### config.mk
export PLATFORM = sky130hd
export DESIGN_NAME = cory_dupn
export DESIGN_NICKNAME = d
export VERILOG_FILES = /design/src/rtl/cory_dupn_pkg.sv /design/src/rtl/cory_dupn_q.sv /design/src/rtl/cory_dupn.sv
export SDC_FILE = /design/constraint.sdc
export NUM_CORES = 1
export LEC_CHECK = 0
export CORE_ASPECT_RATIO = 1.25
export CORE_MARGIN = 1.5
export CORE_UTILIZATION = 29
export CTS_BUF_LIST = sky130_fd_sc_hd__clkbuf_16
export DETAILED_ROUTE_END_ITERATION = 12
export PLACE_DENSITY = 0.88
export SYNTH_ARGS = -nofsm -noshare
export SYNTH_HDL_FRONTEND = slang
export SYNTH_SLANG_ARGS = --single-unit
### constraint.sdc
create_clock -name clk -period 2.4 [get_ports clk]
set_clock_uncertainty 0.05 [all_clocks]
set_input_delay 0.48 -clock clk [delete_from_list [all_inputs] [get_ports clk]]
set_output_delay 0.48 -clock clk [all_outputs]
set_load 0.02 [all_outputs]
### src/rtl/cory_dupn_pkg.sv
`default_nettype none
// ============================================================================
//  Module      : cory_dupn_pkg
//  Description : Shared helpers for the cory_dupn K-way stream duplicator.
//                - clog2         : ceiling log2 for counter and pointer widths.
//                - dupn_params_ok: legal-parameter check (K in 2..32, Q >= 0).
//  Revision    : 1.0  initial release
// ============================================================================
package cory_dupn_pkg;

    // Ceiling log2. clog2(1) = 0, clog2(2) = 1, clog2(3) = 2.
    function automatic int clog2(input int value);
        int result;
        int rem;
        result = 0;
        rem    = value - 1;
        for (int i = 0; i < 32; i++) begin
            if (rem > 0) begin
                result = result + 1;
                rem    = rem >> 1;
            end
        end
        return result;
    endfunction

    // K must lie in 2..32 and the queue depth cannot be negative.
    function automatic bit dupn_params_ok(input int k, input int q);
        return (k >= 2) && (k <= 32) && (q >= 0);
    endfunction

endpackage : cory_dupn_pkg
`default_nettype wire

### src/rtl/cory_dupn_q.sv
`default_nettype none
// ============================================================================
//  Module      : cory_dupn_q
//  Description : Single-channel N-bit FIFO of depth Q (Q >= 1) with
//                valid/ready on both sides. One output channel of cory_dupn.
//  Ports       : clk, reset_n      clock, asynchronous active-low reset
//                in_v/in_d/in_r    write side; in_r = not full
//                out_v/out_d/out_r read side; out_v = not empty
//  Revision    : 1.0  initial release
// ============================================================================
module cory_dupn_q
    import cory_dupn_pkg::*;
#(
    parameter int N = 16,
    parameter int Q = 1
) (
    input  logic         clk,
    input  logic         reset_n,
    input  logic         in_v,
    input  logic [N-1:0] in_d,
    output logic         in_r,
    output logic         out_v,
    output logic [N-1:0] out_d,
    input  logic         out_r
);

    localparam int CW = clog2(Q + 1);
    // A one-entry queue still needs a 1-bit pointer; it simply never leaves 0.
    localparam int PW = (Q > 1) ? clog2(Q) : 1;

    logic [N-1:0]  mem [Q];
    logic [PW-1:0] wr_ptr;
    logic [PW-1:0] rd_ptr;
    logic [CW-1:0] count;
    logic          push;
    logic          pop;

    // Fullness is taken from the registered count only, so a pop at full does
    // not open a slot for a push in the same cycle. This keeps in_r (and thus
    // the duplicator's input ready) independent of the downstream ready.
    assign in_r  = (count != CW'(Q));
    assign out_v = (count != '0);
    assign out_d = mem[rd_ptr];

    assign push = in_v & in_r;
    assign pop  = out_v & out_r;

    // Storage carries no reset; validity is tracked entirely by count.
    always_ff @(posedge clk) begin
        if (push) begin
            mem[wr_ptr] <= in_d;
        end
    end

    always_ff @(posedge clk or negedge reset_n) begin
        if (!reset_n) begin
            wr_ptr <= '0;
            rd_ptr <= '0;
            count  <= '0;
        end else begin
            if (push) begin
                wr_ptr <= (wr_ptr == PW'(Q - 1)) ? '0 : wr_ptr + PW'(1);
            end
            if (pop) begin
                rd_ptr <= (rd_ptr == PW'(Q - 1)) ? '0 : rd_ptr + PW'(1);
            end
            unique case ({push, pop})
                2'b10:   count <= count + CW'(1);
                2'b01:   count <= count - CW'(1);
                default: count <= count;
            endcase
        end
    end

endmodule : cory_dupn_q
`default_nettype wire

### src/rtl/cory_dupn.sv
`default_nettype none
// ============================================================================
//  Module      : cory_dupn
//  Description : K-way eager-fork stream duplicator with per-transaction
//                destination mask and optional per-output queueing.
//                The input transaction retires only once every selected
//                output has taken its copy; each output completes on its own.
//  Ports       : clk, reset_n   clock, asynchronous active-low reset
//                i_a_v/i_a_d    input valid / data (N bits)
//                i_a_m          destination mask (K bits)
//                o_a_r          input ready (retire on i_a_v & o_a_r)
//                o_z_v/o_z_d    per-output valid / data (channel k at [k*N +: N])
//                i_z_r          per-output ready
//                o_pend         selected outputs not yet served
//  Revision    : 1.0  initial release
// ============================================================================
module cory_dupn
    import cory_dupn_pkg::*;
#(
    parameter int N = 16,
    parameter int K = 8,
    parameter int Q = 0
) (
    input  logic           clk,
    input  logic           reset_n,
    input  logic           i_a_v,
    input  logic [N-1:0]   i_a_d,
    input  logic [K-1:0]   i_a_m,
    output logic           o_a_r,
    output logic [K-1:0]   o_z_v,
    output logic [K*N-1:0] o_z_d,
    input  logic [K-1:0]   i_z_r,
    output logic [K-1:0]   o_pend
);

    generate
        if (!dupn_params_ok(K, Q)) begin : g_param_check
            $error("cory_dupn: K must be in 2..32 and Q must be >= 0");
        end
    endgenerate

    logic [K-1:0] done;   // output k already holds the current transaction
    logic [K-1:0] acc;    // output k can take a copy this cycle
    logic [K-1:0] need;   // output k still owes a copy of the current transaction
    logic         retire;

    // need is also gated by reset_n so that outputs and o_pend drop at once
    // when reset asserts mid-transaction, not just at the next clock.
    assign need   = {K{i_a_v & reset_n}} & i_a_m & ~done;
    assign o_pend = need;

    // Every selected output is either already served or serviceable now.
    // An all-zero mask therefore yields ready and the transaction is dropped.
    assign o_a_r  = &(~i_a_m | done | acc);
    assign retire = i_a_v & o_a_r;

    always_ff @(posedge clk or negedge reset_n) begin
        if (!reset_n) begin
            done <= '0;
        end else if (retire) begin
            done <= '0;
        end else begin
            done <= done | (need & acc);
        end
    end

    generate
        if (Q == 0) begin : g_passthru
            assign acc   = i_z_r;
            assign o_z_v = need;
            for (genvar k = 0; k < K; k++) begin : g_data
                assign o_z_d[k*N +: N] = i_a_d;
            end
        end else begin : g_queued
            for (genvar k = 0; k < K; k++) begin : g_ch
                cory_dupn_q #(
                    .N (N),
                    .Q (Q)
                ) u_q (
                    .clk     (clk),
                    .reset_n (reset_n),
                    .in_v    (need[k]),
                    .in_d    (i_a_d),
                    .in_r    (acc[k]),
                    .out_v   (o_z_v[k]),
                    .out_d   (o_z_d[k*N +: N]),
                    .out_r   (i_z_r[k])
                );
            end
        end
    endgenerate

`ifdef CORY_MON
    // Simulation monitor: upstream stability while stalled, and no output
    // being served twice within one transaction.
    logic         mon_stalled;
    logic [N-1:0] mon_d;
    logic [K-1:0] mon_m;

    always_ff @(posedge clk or negedge reset_n) begin
        if (!reset_n) begin
            mon_stalled <= 1'b0;
            mon_d       <= '0;
            mon_m       <= '0;
        end else begin
            mon_stalled <= i_a_v & ~o_a_r;
            mon_d       <= i_a_d;
            mon_m       <= i_a_m;
            if (mon_stalled && i_a_v && ((i_a_d != mon_d) || (i_a_m != mon_m))) begin
                $error("cory_dupn: i_a_d/i_a_m changed while stalled");
            end
            if (|(need & acc & done)) begin
                $error("cory_dupn: duplicate delivery to an output");
            end
        end
    end
`endif

endmodule : cory_dupn
`default_nettype wire

# Yosys cells after proc, flatten, opt, wreduce, memory -nomap -nowiden
# Cells that the tools add are included.
# word_totals
regBits	8
inputBits	35
out_inout_bits	145
word_cells	13
# op_classes
n_mux	1
bitwise	10
reduce_logical	1
# ops
cell	count
8-bit AND	3
8-bit OR	3
8-bit inverter	2
8-bit 2-to-1 mux	1
8-bit AND reduction	1
1-bit AND	2

# Depth between registers and ports, before layout
# depth
word_depth	6
mapped_depth	5

# Worst setup path after synthesis
# No wires, ideal clock.
# synth_timing
path_kind	input -> output
from	in i_a_v
to	out o_z_v[0]
arrival_ns	1.672
t_required_ns	1.870
path_slack_ns	0.198
stages	4
n_path_buf	2
path_cell_list	buf_2 > nand2_1 > nor3b_1 > buf_4
# synth_via
elab_chain_len	3
# synth_rtl
item	line_no	source
from (decl)	cory_dupn.sv:26	input logic i_a_v,
1-bit AND	cory_dupn.sv:49	assign need = {K{i_a_v & reset_n}} & i_a_m & ~done;
8-bit AND (2 in a row)	cory_dupn.sv:49	
to (decl)	cory_dupn.sv:30	output logic [K-1:0] o_z_v,
# Every way passes these cells.

# Worst setup path in the final report
# layout_timing
from	in reset_n
to	out o_z_v[0]
# layout_via
elab_chain_len	3
# layout_rtl
item	line_no	source
from (decl)	cory_dupn.sv:25	input logic reset_n,
1-bit AND	cory_dupn.sv:49	
8-bit AND (2 in a row)	cory_dupn.sv:49	
# Every way passes these cells.

==> impl_results.md <==
- Status: finished clean
- Maximum clock insertion buffer count: 2
- Overflow after GRT: 0
- # fillers: 554
- Area leader, netlist: buf_4
- Startpoint Class: primary input
- CP Data Required Time: 1.87 ns
- Final WL: 2480 um
- Place WS: -0.448 ns
- Final worst-path cycle share: 0.962
- Antenna diodes: 0
- Max Fclk: 433 MHz
- Die width: 67.1 um
- YS warnings: 0
- CTS tree: built
- Layout area overhead: -28.1%
- Worst-Margin Slew: 0.298 ns
- CORE AREA: 5010 um2
- Die height: 83.2 um
- Sequential cell area: 200 um2
- Post-synth top area share: 0.685
- #FFs+latches synth: 8
- Crit path DAT: 1.78 ns
- Normalized max-slew margin: 0.801
- Crit-path slowest cell: clkdlybuf4s50_1
- Max_cap viols: 0
- P_leak: 0.461 nW
- P_int: 0.000547 W
- Dpl cells: 156
- H-tree depth: 1
- Clock tree root buffer cell: clkbuf_16
- Vias after detailed routing: 667
- IO buf count: 35
- Crit-path cells: clkdlybuf4s50_1 > nand2_4 > nor3b_1 > dlygate4sd2_1
- Power per standard cell area: 738 nW/um2
- Routed wire per std cell: 15.6 um
- Psw: 0.000245 W
- Dpl cell area: 995 um2
- Final non-filler cell total: 159
- Syn Std Cell Area: 1490 um2
- Top Registers: done x8
- Dpl hpwl: 2020 um
- Critical path endpoint category: output pin
- Final Max Tran Viols: 0
- Switching Share: 0.309
- Total GRT Usage: 0.0832
- Final worst setup slack: 0.0912 ns
- Initial core utilization: 0.298
- Post-route antenna net violation count: 0
- Net Count, Synth: 218
- Cell Rows: 29
- Setup TNS Final: 0 ns
- Total CTS buffers: 3
- Clock Latency Late Sink: 0.23 ns
- Area of the multi-input gates: 294 um2
- GP Congestion: 0.609
- Syn Inst Count: 183
- Layout cells sized above 1: 0.289
- Final min period: 2.31 ns
- Post-route cell area: 1070 um2
- Gate power share: 0.351
- Initial antenna violation count: 0
- Final Setup Violations: 0
- Critical path class: in2out
- Syn avg cell area: 8.15 um2
- Largest net degree at the start of global routing: 10
- Clock power frac: 0.342
- Worst hold path type: reg2reg
- Iteration-0 DRC Markers: 43
- CTS clk-pin slew, worst paths: 0.03 ns
- Nets: 134
- Largest Register: done
- RSZ-0062 raised after global routing: false
- CP max stage delay: 0.56 ns
- Die footprint: 5580 um2
- Final hold vios: 0
- Synth top area cells: buf_4, dfrtp_1, nor3b_1, a31oi_1, nor4_2
- Clk sinks: 8
- Initial DRT Pass Iterations: 4
- Setup Buffers After CTS: 0
- Distinct cell type count after synthesis: 9
- Vias in the first global route: 688
- Hold buffers post-CTS: 0
- First-pass GRT wire length: 3490 um
- IO Count: 180
- Seq/Total Area, Yosys: 0.134
- Drt via density: 4.19
- Max FFs per register: 8
- Worst vdd ir: 195 uV
- Power share of the sequential group: 0.308
- Drt drc: 0
- Crit path max fanout: 8
[critical path: cells and delay by family]
kind / cells / cell delay [ns]
buffers and inverters: 2 / 0.93
and+or+nand+nor: 2 / 0.37
[cell usage after synthesis, drive strengths merged]
library cell and instances:
nor4 2, clkbuf 1, nor3b 16, dfrtp 8
a31oi 16, buf 137, and2 2, nand2 1
[worst paths after layout]
kind	start	end	slack (ns)	cells past startpoint
max	reset_n	o_z_v[0]	0.09	4
min	done[1]	done[1]	0.53	2
max reg2reg	done[3]	done[4]	1.16	4
min reg2reg	done[1]	done[1]	0.53	2
max in group asynchronous	reset_n	done[1]	1.54	2
min in group asynchronous	reset_n	done[3]	0.63	2
[layout make-up]
cell class              instances  share of cell area
repair buffers                 49               0.397
clock buffers                   3              0.0700
multi-input cells              37               0.274
flip-flops and latches          8               0.187
well taps                      62              0.0723
[power groups by stage]
stage	Combinational (W)	Clock [W]	Sequential, W
after global placement	0.000293	0	0.000238
final	0.000278	0.000271	0.000244
after CTS	0.000283	0.000276	0.000241
after detailed placement	0.000296	0	0.000240
after floorplan	0.000479	0	0.000228
after global routing	0.000306	0.000284	0.000253
[cells by family after synthesis]
family / Yosys count / synth area share
buffers and inverters: 138 / 0.690
and+or+nand+nor: 21 / 0.108
AOI/OAI and AO/OA: 16 / 0.0671
DFF: 8 / 0.134
[layer usage]
metal	GRT usage	share of wire	wire length, um
met2	0.134	0.46	1140
met3	0.0705	0.25	621
met4	0.0853	0.065	161
met5	0	0	0
met1	0.0495	0.23	562
[metrics by stage]
| stage | power [W] | hold slack (ns) | util |
|---|---|---|---|
| floorplan | 0.000708 | 0.134 | - |
| global placement | 0.000530 | 0.507 | 0.199 |
| detailed placement | 0.000536 | 0.522 | 0.199 |
| CTS | 0.000800 | 0.534 | 0.213 |
| global route | 0.000843 | 0.555 | 0.214 |
| finish | 0.000792 | 0.528 | 0.214 |
[repair_timing]
| action | in CTS | in global routing |
|---|---|---|
| pin swaps | 0 | 1 |
| gates resized for setup | 25 | 7 |
| gates cloned | 0 | 0 |
| setup endpoints to repair | 17 | 9 |
[placed cells by master, fill, tap and decap left out]
cell type        synthesis  final
a31oi_1                 16     16
and2_1                   2      2
buf_4                  136     14
clkbuf_16                0      3
clkbuf_2                 0      3
clkdlybuf4s15_1          0      2
clkdlybuf4s50_1          0     18
dfrtp_1                  8      8
dlygate4sd2_1            0     12
nand2_4                  0      1
nor3b_1                 16     11
nor3b_2                  0      5
nor4_2                   2      2
No activity file was read; power rests on OpenSTA's default activity.
